`config.mk`:
```
export PLATFORM = sky130hd
export DESIGN_NAME = mixer_nch
export DESIGN_NICKNAME = d
export VERILOG_FILES = /design/src/rtl/mixer_nch.sv
export SDC_FILE = /design/constraint.sdc
export NUM_CORES = 1
export LEC_CHECK = 0
export ABC_AREA = 1
export CAP_MARGIN = 25
export CORE_MARGIN = 8
export CORE_UTILIZATION = 55
export DETAILED_ROUTE_END_ITERATION = 10
export PLACE_DENSITY = 0.88
export SKIP_LAST_GASP = 1
export SLEW_MARGIN = 20
export SYNTH_ARGS = -nofsm -noshare
export SYNTH_HDL_FRONTEND = slang
export SYNTH_SLANG_ARGS = --single-unit
```
`constraint.sdc`:
```
create_clock -name clk -period 9.7 [get_ports clk]
set_clock_uncertainty 0.15 [all_clocks]
set_input_delay 1.94 -clock clk [delete_from_list [all_inputs] [get_ports clk]]
set_output_delay 1.94 -clock clk [all_outputs]
set_load 0.05 [all_outputs]
```
`src/rtl/mixer_nch.sv`:
```
// N-channel stereo mixer: on a downstream pop, fetches one side from every input
// channel, applies per-channel volume, sums and saturates to DATA_W bits.
module mixer_nch #(
  parameter int NUM_CH = 3,
  parameter int DATA_W = 24,
  parameter int VOL_W  = 16
) (
  input  logic                        clk,
  input  logic                        rst,
  output logic [NUM_CH*2-1:0]         pop_o,
  input  logic [NUM_CH*DATA_W-1:0]    data_i,
  input  logic [NUM_CH*2*VOL_W-1:0]   vol_i,
  input  logic [1:0]                  pop_i,
  output logic [DATA_W-1:0]           data_o,
  output logic [1:0]                  ack_o,
  output logic                        clip_o,
  output logic                        ovr_o,
  input  logic                        clr_i
);

  localparam int CW = (NUM_CH > 1) ? $clog2(NUM_CH) : 1;
  localparam int PW = DATA_W + VOL_W + 1;
  localparam int AW = PW + $clog2(NUM_CH);
  localparam logic signed [AW-1:0] SMAX = AW'((64'sd1 <<< (DATA_W - 1)) - 64'sd1);
  localparam logic signed [AW-1:0] SMIN = ~SMAX;

  typedef enum logic [1:0] {IDLE, RUN, FLUSH, OUT} state_t;

  state_t                 state, state_n;
  logic [CW-1:0]          ch, ch_n;
  logic                   side, side_n;
  logic                   fl, fl_n;
  logic [1:0]             pend, pend_n, req;
  logic                   ovr_set, acc_clr, sel, clip_set;
  logic                   rd_vld, prod_vld;
  logic [CW-1:0]          rd_ch;
  logic signed [DATA_W-1:0] samp;
  logic [VOL_W-1:0]       vol;
  logic signed [PW-1:0]   prod, prod_n;
  logic signed [AW-1:0]   acc, y;
  logic [DATA_W-1:0]      sat_val;

  // Control: a pop_i seen in IDLE is served in the same cycle, so it never
  // touches pending unless that side was already pending.
  always_comb begin
    state_n  = state;
    ch_n     = ch;
    side_n   = side;
    fl_n     = fl;
    acc_clr  = 1'b0;
    pop_o    = '0;
    ovr_set  = 1'b0;
    req      = pend | pop_i;
    pend_n   = pend | pop_i;
    sel      = ~req[0];
    for (int unsigned x = 0; x < 2; x++) begin
      if (state != IDLE && side == x[0]) begin
        pend_n[x] = pend[x];
        if (pop_i[x]) ovr_set = 1'b1;
      end else if (pop_i[x] && pend[x]) begin
        ovr_set = 1'b1;
      end
    end
    case (state)
      IDLE: begin
        if (req != 2'b00) begin
          side_n      = sel;
          pend_n[sel] = pend[sel] & pop_i[sel];
          acc_clr     = 1'b1;
          ch_n        = '0;
          state_n     = RUN;
        end
      end
      RUN: begin
        pop_o[int'(ch) * 2 + int'(side)] = 1'b1;
        if (ch == CW'(NUM_CH - 1)) begin
          fl_n    = 1'b0;
          state_n = FLUSH;
        end else begin
          ch_n = ch + 1'b1;
        end
      end
      FLUSH: begin
        fl_n = 1'b1;
        if (fl) state_n = OUT;
      end
      default: state_n = IDLE;
    endcase
  end

  always_comb begin
    samp   = data_i[int'(rd_ch) * DATA_W +: DATA_W];
    vol    = vol_i[(int'(rd_ch) * 2 + int'(side)) * VOL_W +: VOL_W];
    prod_n = PW'(samp) * PW'($signed({1'b0, vol}));
    y      = acc >>> (VOL_W - 1);
    clip_set = 1'b0;
    if (y > SMAX) begin
      sat_val  = SMAX[DATA_W-1:0];
      clip_set = 1'b1;
    end else if (y < SMIN) begin
      sat_val  = SMIN[DATA_W-1:0];
      clip_set = 1'b1;
    end else begin
      sat_val  = y[DATA_W-1:0];
    end
  end

  always_ff @(posedge clk) begin
    if (!rst) begin
      state    <= IDLE;
      ch       <= '0;
      side     <= 1'b0;
      fl       <= 1'b0;
      pend     <= '0;
      rd_vld   <= 1'b0;
      rd_ch    <= '0;
      prod_vld <= 1'b0;
      prod     <= '0;
      acc      <= '0;
      data_o   <= '0;
      ack_o    <= '0;
      clip_o   <= 1'b0;
      ovr_o    <= 1'b0;
    end else begin
      state    <= state_n;
      ch       <= ch_n;
      side     <= side_n;
      fl       <= fl_n;
      pend     <= pend_n;
      rd_vld   <= (state == RUN);
      rd_ch    <= ch;
      prod_vld <= rd_vld;
      prod     <= prod_n;
      if (acc_clr)       acc <= '0;
      else if (prod_vld) acc <= acc + AW'(prod);
      ack_o <= '0;
      if (state == OUT) begin
        data_o      <= sat_val;
        ack_o[side] <= 1'b1;
      end
      if (state == OUT && clip_set) clip_o <= 1'b1;
      else if (clr_i)               clip_o <= 1'b0;
      if (ovr_set)    ovr_o <= 1'b1;
      else if (clr_i) ovr_o <= 1'b0;
    end
  end

endmodule
```
==> results of run 1 <==
==> path summary, 6_finish.rpt <==
path / start / to / slack (ps)
max: vol_i[40] / prod[38] / 1090
min: data_o[16] / data_o[16] / 310
max reg2reg: side / prod[29] / 1660
min reg2reg: data_o[16] / data_o[16] / 310
==> layout by cell type, fill, tap and decap left out, types with 3 or more instances in the layout <==
cell / count
a21boi_0: 5
a21o_1: 6
a21oi_1: 138
a31oi_1: 8
a32oi_2: 7
a32oi_4: 16
buf_4: 20
bufinv_16: 5
clkbuf_16: 17
clkdlybuf4s50_1: 206
dfxtp_1: 122
fa_1: 378
ha_1: 150
inv_1: 709
inv_2: 42
inv_6: 4
nand2_1: 716
nand2_2: 4
nand3_1: 70
nand3b_1: 3
nand4_1: 19
nor2_1: 481
nor2_2: 7
nor3_1: 15
o211ai_1: 3
o21a_1: 11
o21ai_0: 157
o21ai_1: 8
o21bai_1: 14
o22ai_1: 17
or2_1: 22
or2_2: 25
xnor2_1: 6
xor2_1: 17
==> sequential cells by signal, summed over array words and instances, names as in the netlist, 2 cells and up, named ones only <==
signal,count
ch,2
data_o,24
state,2
prod,41
ack_o,2
acc,43
rd_ch,2
==> tightest hold or removal path: stages, from the launching register on <==
cell,delay [ps]
dfxtp_1,310
nand2_1,60
a21oi_1,50
==> cell families after synthesis <==
| group | synth area share (%) |
|---|---|
| flops | 10.50 |
| simple gates | 23.29 |
| fa+ha+maj | 39.95 |
| xor+xnor | 0.8521 |
| buf+inv | 14.18 |
| compound gates | 11.23 |
==> through the flow <==
step	util [%]	hold slack, ps	setup WS (ps)
2_1_floorplan	-	240.5	1877
3_3_place_gp	60.78	279.4	797.2
3_5_place_dp	60.78	304.1	717.1
4_1_cts	62.33	314.0	1162
5_1_grt	62.33	327.8	708.7
6_report	62.33	313.5	1086
==> final cells by class <==
cell class / instances / share of cell area [%]
clock buffer: 18 / 1.609
inverter: 752 / 10.58
tap: 546 / 2.561
clock inverter: 14 / 0.8725
multi-input combinational: 2329 / 66.76
timing repair buffer: 226 / 8.294
sequential: 124 / 9.317
==> metal layers <==
metal  global-route usage (%)  wire (um)
met1                    37.44      28690
met2                    49.71      34760
met3                    6.579       7329
met4                    12.34       3479
met5                        0         13
==> metrics.cfg, run 1 <==
[timing]
period_share_pct=88.81
hold_violations=0
slew_headroom_pct=41.64
setup_viol=0
period_minus_slack_ps=8614
final.setup.tns_ps=0
rsz0062_at_grt=no
slew_viol_final=0
clock.fmax_mhz=116.1
worstMarginPinSlew_ps=874.4

[yosys]
synthTopCellsByCount=716 x nand2_1, 709 x inv_1, 482 x nor2_1
synth.distinct_cells=55
synth_edf_count=0
ys.flop_type=dfxtp_1
synthTopCellsByArea=fa_1 32%, nand2_1 11%, inv_1 11%
yosysTopAreaCell=fa_1
synth.yosys.seq_area_share_pct=10.50
yosys_warnings=0
synth_nets=4003
ys_seq_elements=124
synth_largest_type_area_fraction_pct=32.01
syn_area_sq_mm=0.02364
synth_cells=3302
async_flop_share_pct=0
synth_most_common_cell=nand2_1
syn_avg_cell_area_sq_um=7.159

[grt]
first_global_vias=22811
grt_pass1_wl_mm=119.0
overflow=0
track_usage_pct=29.92
antenna_found_initial=2
grt_max_degree=70

[detailed_routing]
drt-initial-drc-count=2255
drc=0
ant_nets=0
wirelength_mm=74.27
vias=22263
vias_per_cell=5.553
first_pass_iters=8
wl_per_cell_um=18.52

[critical_path]
cp_data_required_time_ps=9880
critPathLaunchType=input port
crit_buf_inv=5
arrival_ps=8800
path_depth=25
reg2reg_depth=26
slowest_delay_ps=800
crit_slowest_cell=fa_1
path_max_fanout=13
worstSetupEndpointType=flop
critPathTopFamily=adder cells
path_common_cell=fa_1
critPathKind=in -> reg

[finish]
final_cells=4009
area_growth_syn_to_layout_pct=12.82
seq_area_sq_mm=0.002485
diodes=0
fillers=3674
multi_input_area_sq_mm=0.01781
finish.instance_area_sq_mm=0.02667
drive_gt1_share_pct=4.736
num-nets-final=4151

[placed_design]
placed_area_sq_mm=0.02601
io_buffers=206
dpl.hpwl_mm=61.31
placed_cells=3977
place_congestion=1.033

[min_path]
min_path_cells=2
hold_path.class=reg -> reg

[clocking]
hold_buffers=0
clk_pin_slew_ps=60
cts_tree=built
cts_setup_buffers=0
cts.sinks=124
worstSkewPairLatency_ps=440
cts_buffers=17
h-tree-depth=4
cts-root-buf=clkbuf_16
cts_resized=0
clk_path_buf_depth=2

[floorplanning]
dieArea_sq_mm=0.04987
io_pins=207
start_util_pct=55.25
rows=76
core-area_sq_mm=0.04279
die_width_um=223.3
chipHeight_um=223.3

[flow_run]
maxCapViolations=0

[status]
outcome=complete, no violations

Power of run 1 is left out: the tool's default activity adds up to more than one toggle a clock period on the data nets, which glitch-free logic cannot reach.
==> run 2: changes to the inputs <==
Settings changed: MAX_ROUTING_LAYER from default to met4.
==> run 2 against run 1 <==
  * Fmax shrank 0.54%
  * Register-to-register slack lost 220 ps
  * Global-route usage grew 0.35 points
  * Worst hold slack lost 5.8 ps
  * Critical path type unchanged
  * First-iteration DRC count shrank 12%
  * Count of clock-buffer cells in the layout is the same
  * Critical endpoint is now prod[40]
  * Wire length shrank 1.7%
  * Utilization is the same
==> metrics.cfg, run 2 (synthesized netlist as in run 1, its figures left out) <==
[clocking]
worstSkewPairLatency_ps=430  ; about the same
cts.sinks=124  ; unchanged
cts_resized=0  ; unchanged
cts-root-buf=clkbuf_16
hold_buffers=0  ; unchanged
cts_buffers=17  ; unchanged
cts_setup_buffers=0  ; unchanged
h-tree-depth=4  ; unchanged
cts_tree=built
clk_pin_slew_ps=70  ; about the same
clk_path_buf_depth=2  ; unchanged

[critical_path]
rrSetupSlack_ps=1440  ; -220 ps
rr_startpoint=rd_ch[0]
arrival_ps=8830  ; +30 ps
crit_slowest_cell=fa_1
slowest_delay_ps=620  ; -180 ps
reg2reg_depth=30  ; +15%
cp_data_required_time_ps=9870  ; about the same
critPathLaunchType=input port
worstSetupEndpointType=flop
critPathKind=in -> reg
timing.rr.end=prod[40]
path_max_fanout=21  ; +8

[floorplanning]
start_util_pct=55.25  ; unchanged
dieArea_sq_mm=0.04987  ; unchanged
io_pins=207  ; unchanged
rows=76  ; unchanged
chipHeight_um=223.3  ; unchanged
core-area_sq_mm=0.04279  ; unchanged
die_width_um=223.3  ; unchanged

[grt]
first_global_vias=22727  ; -0.37%
antenna_found_initial=0  ; -2
grt_max_degree=70  ; unchanged
track_usage_pct=30.27  ; +0.35 points
overflow=0  ; unchanged
grt_pass1_wl_mm=116.4  ; -2.2%

[finish]
most-common-layout-cells=716 x nand2_1, 709 x inv_1, 482 x nor2_1, 378 x fa_1, 206 x clkdlybuf4s50_1
num-nets-final=4151  ; unchanged
finish.instance_area_sq_mm=0.02667  ; unchanged
largest-register=acc
drive_gt1_share_pct=4.707  ; -0.029 points
layout_commonest_cell=nand2_1
largest_register_ffs=43  ; unchanged
area_growth_syn_to_layout_pct=12.82  ; unchanged
largestRegisters=acc: 43 flops, prod: 41 flops, data_o: 24 flops

[min_path]
whs_endpoint=prod_vld
hp-start=rd_vld
hold_path.class=reg -> reg
min_path_cells=2  ; unchanged

[detailed_routing]
first_pass_iters=6  ; -2
vias_per_cell=5.502  ; -0.93%
wl_per_cell_um=18.21  ; -1.7%
drc=0  ; unchanged
ant_nets=0  ; unchanged
vias=22062  ; -0.90%
drt-initial-drc-count=1976  ; -12%
wirelength_mm=73.03  ; -1.7%

[flow_run]
maxCapViolations=0  ; unchanged

[timing]
slew_headroom_pct=42.30  ; +0.65 points
period_minus_slack_ps=8661  ; +46.76 ps
rsz0062_at_grt=no
worstMarginPinSlew_ps=864.6  ; -9.740 ps
clock.fmax_mhz=115.5  ; -0.54%
slew_viol_final=0  ; unchanged
hold_ws_ps=307.7  ; -5.798 ps
hold_violations=0  ; unchanged
final.setup.tns_ps=0  ; unchanged
setup_viol=0  ; unchanged
period_share_pct=89.29  ; +0.48 points

[status]
outcome=complete, no violations

[placed_design]
place_congestion=1.065  ; +3.1%
io_buffers=206  ; unchanged
dpl.hpwl_mm=60.41  ; -1.5%
placed_area_sq_mm=0.02601  ; about the same

-- run 2: cell types whose count changed in the layout (fill, tap and decap cells not counted) --
cell and delta:
diode_2 +1, nor2_2 -1, nor2_1 +1
-- run 2: worst max-delay path, delay by kind of cell --
kind            cells  cell delay (ps)
buf+inv             8             1310
compound gates      2              340
simple gates       12             1630
fa+ha+maj           7             3590
-- run 2: per-layer routing --
metal,GRT usage [%],up-vias,part of all wire (%)
li1,-,10214,-
met1,34.41,10460,37
met2,49.53,1110,47
met3,9.035,278,11
met4,12.70,0,5.0
met5,-,-,0
-- run 2: worst max path at each step --
stage	from	to	slack, ps	depth (start not counted)
after floorplan	data_i[23]	prod[40]	1880	26
after global placement	data_i[23]	prod[40]	800	26
after detailed placement	vol_i[37]	prod[39]	720	27
after CTS	vol_i[37]	prod[40]	1150	29
after global routing	vol_i[37]	prod[40]	590	29
final	vol_i[37]	prod[40]	1040	29
-- run 2: final cells by class --
type	count	area, sq um
clock buffers	18	429.2
multi-input cells	2329	17800
flip-flops and latches	124	2485
diodes	1	2.502
well taps	546	683.2
clock inverters	14	232.7
repair buffers	226	2212
fillers	3649	16120
inverters	752	2823
-- run 2: per-stage QoR --
step	util, %	std cells	worst slack [ps]
final	62.33	4010	1039
after global routing	62.32	4009	585.9
after detailed placement	60.78	3977	722.8
after global placement	60.76	3976	801.4
after CTS	62.32	4009	1150
after floorplan	-	3302	1877
Power of run 2 is left out for the same reason.
==> run 3: changes to the inputs <==
Settings changed: CORE_ASPECT_RATIO from default to 0.75, CTS_CLUSTER_DIAMETER from default to 30.
==> run 3 against run 2 <==
  * Sequential share of layout area about the same
  * Non-clock buffer count increased by 6
  * Final cell count is 0.67% higher
  * Count of clock-buffer cells in the layout unchanged
  * First-iteration DRC count grew 25%
  * Utilization increased by 0.88 points
  * Wire length increased by 2.8%
  * Fmax decreased by 0.95%
  * Global-route usage up 0.57 points
  * Via count increased by 0.97%
==> metrics.cfg, run 3 (synthesized netlist as in run 1, its figures left out) <==
[finish]
largestRegisters=acc: 43 flops, prod: 41 flops, data_o: 24 flops
largest-register=acc
fin_util_pct=63.21  ; +0.88 points
largest_register_ffs=43  ; unchanged
area_growth_syn_to_layout_pct=12.86  ; about the same
num-nets-final=4157  ; +0.14%
diodes=0  ; -1
drive_gt1_share_pct=4.873  ; +0.17 points
layout_commonest_cell=nand2_1
most-common-layout-cells=716 x nand2_1, 709 x inv_1, 481 x nor2_1, 378 x fa_1, 206 x clkdlybuf4s50_1
finish.instance_area_sq_mm=0.02668  ; about the same

[floorplanning]
chipHeight_um=195.5  ; -12%
die_width_um=255.4  ; +14%
core-area_sq_mm=0.04221  ; -1.4%
io_pins=207  ; unchanged
dieArea_sq_mm=0.04994  ; +0.14%
rows=65  ; -14%
start_util_pct=56.01  ; +0.76 points

[detailed_routing]
vias_per_cell=5.518  ; +0.30%
drt-initial-drc-count=2477  ; +25%
ant_nets=0  ; unchanged
wirelength_mm=75.09  ; +2.8%
wl_per_cell_um=18.60  ; +2.1%
first_pass_iters=8  ; +2
drc=0  ; unchanged
vias=22277  ; +0.97%

[critical_path]
crit_slowest_cell=fa_1
arrival_ps=8920  ; +90 ps
path_max_fanout=21  ; unchanged
path_common_cell=fa_1
cp_data_required_time_ps=9870  ; about the same
critPathLaunchType=input port
rr_startpoint=side
critPathKind=in -> reg
critPathTopFamily=adder cells
timing.rr.end=prod[40]
crit_buf_inv=7  ; -1
slowest_delay_ps=610  ; about the same
rrSetupSlack_ps=1910  ; +470 ps
reg2reg_depth=28  ; -6.7%
worstSetupEndpointType=flop

[clocking]
cts_setup_buffers=0  ; unchanged
h-tree-depth=4  ; unchanged
clk_path_buf_depth=2  ; unchanged
clk_pin_slew_ps=60  ; about the same
cts_buffers=17  ; unchanged
hold_buffers=0  ; unchanged
cts_tree=built
cts-root-buf=clkbuf_16
cts_resized=0  ; unchanged
cts.sinks=124  ; unchanged
worstSkewPairLatency_ps=430  ; about the same

[min_path]
hold_path.class=reg -> reg
whs_endpoint=prod_vld
min_path_cells=2  ; unchanged
hp-start=rd_vld

[timing]
final.setup.tns_ps=0  ; unchanged
period_minus_slack_ps=8744  ; +83.35 ps
period_share_pct=90.15  ; +0.86 points
worstMarginPinSlew_ps=873.8  ; +9.158 ps
slew_viol_final=0  ; unchanged
clock.fmax_mhz=114.4  ; -0.95%
setup_viol=0  ; unchanged
slew_headroom_pct=41.30  ; -1.0 points
hold_ws_ps=278.4  ; -29.27 ps
hold_violations=0  ; unchanged
rsz0062_at_grt=no

[grt]
overflow=0  ; unchanged
grt_pass1_wl_mm=119.9  ; +2.9%
track_usage_pct=30.83  ; +0.57 points
grt_max_degree=70  ; unchanged
antenna_found_initial=0  ; unchanged
first_global_vias=22706  ; -0.092%

[placed_design]
dpl.hpwl_mm=62.89  ; +4.1%
placed_area_sq_mm=0.02608  ; +0.28%
place_congestion=1.084  ; +1.8%
io_buffers=206  ; unchanged

[flow_run]
maxCapViolations=0  ; unchanged

[status]
outcome=complete, no violations

## run 3: changes by cell type in the layout (fill, tap and decap cells not counted), sizes merged
cell,delta
clkinv,+4
diode,-1
buf,+6
clkinvlp,+1
inv,-4
bufinv,-2
## run 3: cell type report
class,count,area (sq um)
clock buffers,18,429.2
clock inverters,13,167.7
fillers,3607,15530
inverters,752,2823
multi-input cells,2329,17810
flip-flops and latches,124,2485
well taps,569,711.9
repair buffers,232,2257
## run 3: worst register-to-register path, delay by kind of cell (launching register included)
family | cells | cell delay (ps)
adders and majority gates | 7 | 3320
AOI/OAI and AO/OA | 4 | 1140
buffers and inverters | 7 | 1380
DFF | 1 | 320
and+or+nand+nor | 10 | 1430
## run 3: per-stage QoR
stage	setup WS, ps	instances
global route	473.2	4037
finish	955.7	4037
global placement	780.6	4006
floorplan	1877	3302
CTS	1014	4037
detailed placement	616.7	4006
## run 3: how the worst max path moves through the flow
stage / end / cells past startpoint / slack [ps] / from
2_1_floorplan: prod[40] / 26 / 1880 / data_i[23]
3_3_place_gp: prod[40] / 27 / 780 / vol_i[37]
3_5_place_dp: prod[37] / 27 / 620 / vol_i[53]
4_1_cts: prod[37] / 27 / 1010 / vol_i[53]
5_1_grt: prod[39] / 27 / 470 / vol_i[37]
6_report: prod[37] / 27 / 960 / vol_i[53]
## run 3: routing by layer
layer  vias up  wire length [um]  GRT usage [%]
li1      10219                 -              -
met3       189             10220          10.29
met1     10570             30370          39.82
met5         -                 0              -
met2      1299             32320          45.93
met4         0              2179          8.885
Power of run 3 is left out for the same reason.
